`config.mk`:
```
export PLATFORM = sky130hd
export DESIGN_NAME = pwm_fade_ctrl
export DESIGN_NICKNAME = d
export VERILOG_FILES = /design/src/rtl/pwm_fade_ctrl.sv
export SDC_FILE = /design/constraint.sdc
export NUM_CORES = 1
export LEC_CHECK = 0
export BUFFER_PORTS_ARGS = -buffer_cell sky130_fd_sc_hd__buf_2
export CAP_MARGIN = 20
export CORE_AREA = 2 2 307 157
export CTS_CLUSTER_DIAMETER = 120
export DETAILED_ROUTE_END_ITERATION = 12
export DIE_AREA = 0 0 309 159
export GPL_TIMING_DRIVEN = 0
export PLACE_DENSITY = 0.44
export SYNTH_ARGS = -nofsm -noshare
export SYNTH_HDL_FRONTEND = slang
export SYNTH_SLANG_ARGS = --single-unit
```
`constraint.sdc`:
```
create_clock -name i_sysclk -period 5.6 [get_ports i_sysclk]
set_input_delay 0 -clock i_sysclk [delete_from_list [all_inputs] [get_ports i_sysclk]]
set_output_delay 0 -clock i_sysclk [all_outputs]
set_load 0.02 [all_outputs]
```
`src/rtl/pwm_fade_ctrl.sv`:
```
// Triangle-fade sequencer feeding a PWM datapath: ramps duty up, dwells, ramps down, dwells.
// Define PWM_FADE_LOOP_EN to restart the fade endlessly (until stop) instead of returning to idle.
module pwm_fade_ctrl #(
  parameter int CNT_W  = 32,
  parameter int HOLD_W = 16
) (
  input  logic              i_sysclk,
  input  logic              i_resetn,
  input  logic              i_start,
  input  logic              i_stop,
  input  logic [CNT_W-1:0]  i_freq_cnt,
  input  logic [CNT_W-1:0]  i_step_cnt,
  input  logic [HOLD_W-1:0] i_hold_cnt,
  output logic              o_enable,
  output logic [CNT_W-1:0]  o_freq_cnt,
  output logic [CNT_W-1:0]  o_duty_cnt,
  output logic              o_period_tick,
  output logic              o_busy,
  output logic              o_done,
  output logic              o_cfg_err
);

  typedef enum logic [2:0] {
    S_IDLE,
    S_RAMP_UP,
    S_HOLD_HI,
    S_RAMP_DN,
    S_HOLD_LO
  } state_t;

  localparam logic [CNT_W-1:0]  CNT_ONE  = CNT_W'(1);
  localparam logic [HOLD_W-1:0] HOLD_ONE = HOLD_W'(1);

  state_t             state_q, state_d;
  logic [CNT_W-1:0]   freq_q, freq_d;
  logic [CNT_W-1:0]   step_q, step_d;
  logic [HOLD_W-1:0]  hold_q, hold_d;
  logic [CNT_W-1:0]   duty_q, duty_d;
  logic [CNT_W-1:0]   per_q, per_d;
  logic [HOLD_W-1:0]  hcnt_q, hcnt_d;
  logic               done_q, done_d;
  logic               err_q, err_d;

  logic               busy;
  logic               tick;
  logic               hold_last;
  logic               seq_end;
  logic [CNT_W:0]     up_sum;
  logic [HOLD_W-1:0]  hcnt_inc;

  assign busy      = (state_q != S_IDLE);
  // freq_q is never zero while busy, so freq_q-1 cannot wrap here.
  assign tick      = busy && (per_q == (freq_q - CNT_ONE));
  assign hcnt_inc  = hcnt_q + HOLD_ONE;
  assign hold_last = (hcnt_inc == hold_q);
  // One extra bit so duty+step cannot overflow before the saturation compare.
  assign up_sum    = {1'b0, duty_q} + {1'b0, step_q};

  // NOTE: every variable driven here gets a default first, so no path leaves it unassigned and no latch is inferred.
  always_comb begin
    state_d = state_q;
    freq_d  = freq_q;
    step_d  = step_q;
    hold_d  = hold_q;
    duty_d  = duty_q;
    per_d   = per_q;
    hcnt_d  = hcnt_q;
    done_d  = 1'b0;
    err_d   = 1'b0;
    seq_end = 1'b0;

    if (state_q == S_IDLE) begin
      if (i_start && !i_stop) begin
        if ((i_freq_cnt != '0) && (i_step_cnt != '0)) begin
          freq_d  = i_freq_cnt;
          step_d  = i_step_cnt;
          hold_d  = i_hold_cnt;
          duty_d  = '0;
          per_d   = '0;
          hcnt_d  = '0;
          state_d = S_RAMP_UP;
        end else begin
          err_d = 1'b1;
        end
      end
    end else if (i_stop) begin
      state_d = S_IDLE;
      duty_d  = '0;
      per_d   = '0;
      hcnt_d  = '0;
    end else begin
      per_d = tick ? '0 : (per_q + CNT_ONE);
      if (tick) begin
        unique case (state_q)
          S_RAMP_UP: begin
            if (up_sum >= {1'b0, freq_q}) begin
              duty_d  = freq_q;
              state_d = (hold_q == '0) ? S_RAMP_DN : S_HOLD_HI;
            end else begin
              duty_d = up_sum[CNT_W-1:0];
            end
          end
          S_HOLD_HI: begin
            if (hold_last) begin
              hcnt_d  = '0;
              state_d = S_RAMP_DN;
            end else begin
              hcnt_d = hcnt_inc;
            end
          end
          S_RAMP_DN: begin
            if (duty_q <= step_q) begin
              duty_d = '0;
              if (hold_q == '0) seq_end = 1'b1;
              else              state_d = S_HOLD_LO;
            end else begin
              duty_d = duty_q - step_q;
            end
          end
          S_HOLD_LO: begin
            if (hold_last) begin
              hcnt_d  = '0;
              seq_end = 1'b1;
            end else begin
              hcnt_d = hcnt_inc;
            end
          end
          default: state_d = S_IDLE;
        endcase
      end

      if (seq_end) begin
        done_d = 1'b1;
        duty_d = '0;
`ifdef PWM_FADE_LOOP_EN
        state_d = S_RAMP_UP;
`else
        state_d = S_IDLE;
        per_d   = '0;
`endif
      end
    end
  end

  // NOTE: sequential state uses non-blocking assignments so every register samples pre-edge values.
  always_ff @(posedge i_sysclk or negedge i_resetn) begin
    if (!i_resetn) begin
      state_q <= S_IDLE;
      freq_q  <= '0;
      step_q  <= '0;
      hold_q  <= '0;
      duty_q  <= '0;
      per_q   <= '0;
      hcnt_q  <= '0;
      done_q  <= 1'b0;
      err_q   <= 1'b0;
    end else begin
      state_q <= state_d;
      freq_q  <= freq_d;
      step_q  <= step_d;
      hold_q  <= hold_d;
      duty_q  <= duty_d;
      per_q   <= per_d;
      hcnt_q  <= hcnt_d;
      done_q  <= done_d;
      err_q   <= err_d;
    end
  end

  assign o_enable      = busy;
  assign o_busy        = busy;
  assign o_freq_cnt    = freq_q;
  assign o_duty_cnt    = duty_q;
  assign o_period_tick = tick;
  assign o_done        = done_q;
  assign o_cfg_err     = err_q;

endmodule
```
==> impl_table.tex <==
\begin{tabular}{lr}
\hline
Metric & Value \\
\hline
\multicolumn{2}{l}{\textbf{Outcome}} \\
\quad Outcome & complete, no violations \\
\multicolumn{2}{l}{\textbf{Placement}} \\
\quad DP Wirelength & 48000 µm \\
\quad Count of input and output buffers & 152 \\
\quad Global placement routability congestion & 0.9473 \\
\quad Placed instance count & 2457 \\
\multicolumn{2}{l}{\textbf{Yosys}} \\
\quad Most common cell in the netlist & sky130\_fd\_sc\_hd\_\_dfrtp\_1 \\
\quad Commonest cells in the netlist & 165 x sky130\_fd\_sc\_hd\_\_dfrtp\_1, 144 x sky130\_fd\_sc\_hd\_\_nand2\_1, 142 x sky130\_fd\_sc\_hd\_\_nor2\_1, 138 x sky130\_fd\_sc\_hd\_\_o21ai\_0, 103 x sky130\_fd\_sc\_hd\_\_inv\_1 \\
\quad Yosys reg bits & 165 \\
\quad Gate count of the mapped netlist & 1664 \\
\quad Share of synthesized cell area in full adder, half adder and majority cells & 9.278\% \\
\quad Async S/R FF share, synth & 100.0\% \\
\quad Synth Net Count & 1849 \\
\quad Number of synthesized flops with an enable pin & 0 \\
\quad Top cells by area, synth & sky130\_fd\_sc\_hd\_\_dfrtp\_1 30\%, sky130\_fd\_sc\_hd\_\_ha\_1 9.0\%, sky130\_fd\_sc\_hd\_\_xnor2\_1 5.7\% \\
\quad Dominant combinational cell family by area after synthesis & compound AO/OA/AOI/OAI gates \\
\quad Top-area cell type share of the netlist area & 29.96\% \\
\quad Top flip-flop cell by instance count after synthesis & sky130\_fd\_sc\_hd\_\_dfrtp\_1 \\
\quad Dominant cell type by area after synthesis & sky130\_fd\_sc\_hd\_\_dfrtp\_1 \\
\quad Fraction of the yosys area taken by sequential cells & 29.96\% \\
\quad Portion of netlist area occupied by mux cells & 3.050\% \\
\quad Simple-gate area share of the yosys netlist & 21.03\% \\
\quad Synthesized area per cell & 8.282 µm² \\
\quad Netlist Area Pre-Place & 13780 µm² \\
\quad Library cells used by synthesis & 88 \\
\quad Yosys warning count & 0 \\
\quad Area share of xor/xnor cells in the synthesized design & 9.723\% \\
\quad Compound-gate portion of the synthesized area & 21.31\% \\
\multicolumn{2}{l}{\textbf{Worst setup path}} \\
\quad Number of cell instances on the worst register-to-register path & 21 \\
\quad Nature of the critical path startpoint & flip-flop \\
\quad Critical-path cell list & inv\_2, ha\_4, nor3\_2, o21ai\_1, a311o\_1, a2111o\_1, buf\_6, a41oi\_4, a21oi\_2, xnor2\_2, ha\_1, nand4\_1, nor4\_2, nand3\_2, o211ai\_1, a311oi\_2, nand3\_4, buf\_8, mux2\_2, a22oi\_2, o31ai\_1 \\
\quad Nature of the critical path endpoint & flip-flop \\
\quad Library cell contributing the largest single delay on the critical path & sky130\_fd\_sc\_hd\_\_a2111o\_1 \\
\quad Critical Path Max Stage Delay & 590 ps \\
\quad WS Path Type & flip-flop to flip-flop \\
\quad Crit path arrival time & 5880 ps \\
\quad Worst-path fanout max & 10 \\
\quad Worst EP required & 5920 ps \\
\multicolumn{2}{l}{\textbf{Timing}} \\
\quad Min cycle time layout & 5554 ps \\
\quad Worst Skew & 19.55 ps \\
\quad Finish-stage setup viols & 0 \\
\quad Unrepaired setup endpoints after global routing & true \\
\quad Final-report max-slew violation count & 0 \\
\quad Max Freq & 180.0 MHz \\
\quad Normalized max-slew margin & 29.52\% \\
\quad Share of the clock period used by the worst path after layout & 99.18\% \\
\quad Pin slew with the least headroom to its limit & 1053 ps \\
\quad Final Hold Vio Count & 0 \\
\multicolumn{2}{l}{\textbf{Global routing}} \\
\quad GRT Resource Usage Total & 24.52\% \\
\quad Largest net degree at the start of global routing & 104 \\
\quad Remaining global-route overflow & 0 \\
\quad Antenna violations before repair & 1 \\
\quad Global-route wire length before repair & 89990 µm \\
\quad Vias in the first global route & 13310 \\
\multicolumn{2}{l}{\textbf{Route}} \\
\quad Per-cell via count in the routed design & 5.490 \\
\quad Wire length reported by the detailed router & 60720 µm \\
\quad Average detailed-routed wire length per instance & 23.51 µm \\
\quad Vias & 14180 \\
\quad Number of design rule violations left after detail routing & 0 \\
\quad Number of design-rule violations left by the first detailed-router iteration & 1468 \\
\quad 1st-pass router iterations & 5 \\
\quad Antenna violation net count after detailed routing & 0 \\
\multicolumn{2}{l}{\textbf{Floorplan}} \\
\quad Area of the die & 49130 µm² \\
\quad Boundary pin count & 153 \\
\quad Initial Utilization & 29.71\% \\
\quad Horiz. Die Dim & 309 µm \\
\quad Die height & 159 µm \\
\quad Placement row count & 56 \\
\quad Area of the placeable core & 46380 µm² \\
\multicolumn{2}{l}{\textbf{Clocking}} \\
\quad H-tree lvl count & 4 \\
\quad Num Clock Sinks & 165 \\
\quad Clk root buf & sky130\_fd\_sc\_hd\_\_clkbuf\_16 \\
\quad CTS clock-pin slew for the worst setup and hold paths & 70 ps \\
\quad CTS tree & done \\
\quad Worst-skew pair later-pin latency & 480 ps \\
\quad Max clock buf depth & 2 \\
\quad Inserted Clock Buffers & 17 \\
\multicolumn{2}{l}{\textbf{Finish}} \\
\quad Antenna diode count & 0 \\
\quad Fin cells & 2583 \\
\quad Nets@finish & 2117 \\
\quad Share of layout cells above drive strength 1 & 18.46\% \\
\quad Area growth from synthesis to final layout & 27.00\% \\
\multicolumn{2}{l}{\textbf{Pwr}} \\
\quad Design Power & 12.72 mW \\
\quad Highest ir drop seen on vdd & 361.3 µV \\
\quad Leakage dissipation & 7.456 nW \\
\quad Power Density & 726.8 nW/µm² \\
\multicolumn{2}{l}{\textbf{Hold path}} \\
\quad Type of the worst min-delay path & primary input to asynchronous set/reset pin \\
\multicolumn{2}{l}{\textbf{Job}} \\
\quad Max-capacitance violation count & 0 \\
\hline
\end{tabular}
cells in the final DEF, fill, tap and decap left out, drive strengths merged, types with 7 or more instances in the layout:
cell / n
nand4: 43
a221oi: 7
mux2: 30
a32o: 9
o21bai: 10
nand2: 144
a211oi: 25
o41ai: 10
nor2: 142
o21ai: 143
o31ai: 40
a31oi: 10
and3: 19
and4: 10
nor3: 35
dfrtp: 165
inv: 109
a22oi: 17
ha: 99
dlygate4sd3: 83
o21a: 7
nor2b: 13
or2: 8
xnor2: 90
buf: 201
and2: 8
nor4: 49
nand2b: 15
nand3: 46
o211ai: 13
a21o: 10
a21oi: 89
xor2: 63
clkbuf: 75
or3: 8
per-layer routing:
metal / global-route usage [%] / up-vias / part of all wire [%]
met2: 30.99 / 573 / 37
met5: 0 / - / 0.021
met1: 41.77 / 7013 / 54
met3: 4.725 / 35 / 7.8
met4: 3.045 / 2 / 0.66
li1: - / 6558 / -
flip-flops by register name (all words and copies together), names as in the netlist, 3 cells and up:
| name | cells |
|---|---|
| o_freq_cnt | 32 |
| step_q | 32 |
| hcnt_q | 16 |
| state_q | 3 |
| hold_q | 16 |
| o_duty_cnt | 32 |
| per_q | 32 |
final cells by class:
class / count / area, µm²
buffer: 80 / 400.4
timing repair buffer: 261 / 1831
clock inverter: 14 / 212.7
clock buffer: 18 / 439.2
multi-input combinational: 1303 / 9299
fill: 4793 / 28880
tap: 638 / 798.3
sequential: 165 / 4133
inverter: 104 / 390.4
final timing paths:
path | endpoint | slack (ps) | startpoint
worst max-delay path | o_duty_cnt[24] | 50 | step_q[4]
worst min-delay path | hold_q[4] | 50 | i_resetn
worst max register to register | o_duty_cnt[24] | 50 | step_q[4]
worst min register to register | hcnt_q[13] | 550 | hcnt_q[13]
max in group asynchronous | step_q[26] | 4540 | i_resetn
min in group i_sysclk | step_q[10] | 280 | i_step_cnt[10]
timing repair:
item / CTS / global route
setup buffers: 3 / 19
hold endpoints to repair: 147 / 0
endpoints found under the setup margin: 35 / 34
cloned: 0 / 0
hold buffers: 83 / 0
gates resized for setup: 55 / 58
pin swaps: 12 / 31
critical path: cells and delay by family (launching register included):
family / cells / cell delay (ps)
compound gates: 9 / 2280
xor+xnor: 1 / 180
fa+ha+maj: 2 / 550
simple gates: 5 / 1130
flops: 1 / 390
mux: 1 / 350
buf+inv: 3 / 480
metrics by stage:
step / util [%] / TNS [ps] / cell area, µm² / setup slack, ps / hold WS (ps)
3_3_place_gp: 33.07 / -54280 / 15340 / -2020 / 220.5
3_5_place_dp: 33.20 / -48750 / 15400 / -1845 / -11.14
6_report: 37.73 / 0 / 17500 / 45.67 / 53.90
5_1_grt: 37.73 / -166.6 / 17500 / -49.13 / 92.52
4_1_cts: 36.89 / 0 / 17110 / 8.111 / 70.17
2_1_floorplan: - / 0 / 13780 / 406.1 / -295.6
power by group:
part           total (mW)  internal [mW]  switching [mW]
registers            2.11           1.57           0.546
clock network        1.40          0.775           0.623
logic                9.21           3.49            5.72
total                12.7           5.84            6.88
logic make-up (layout without fill, tap and decap cells):
group	Yosys count	after routing
muxes	37	37
AOI/OAI and AO/OA	448	448
adders and majority gates	101	101
DFF	165	165
xor gates and xnor gates	153	153
and+or+nand+nor	564	564
buffers and inverters	196	477
Note: power is estimated with default switching activity, not from simulation.
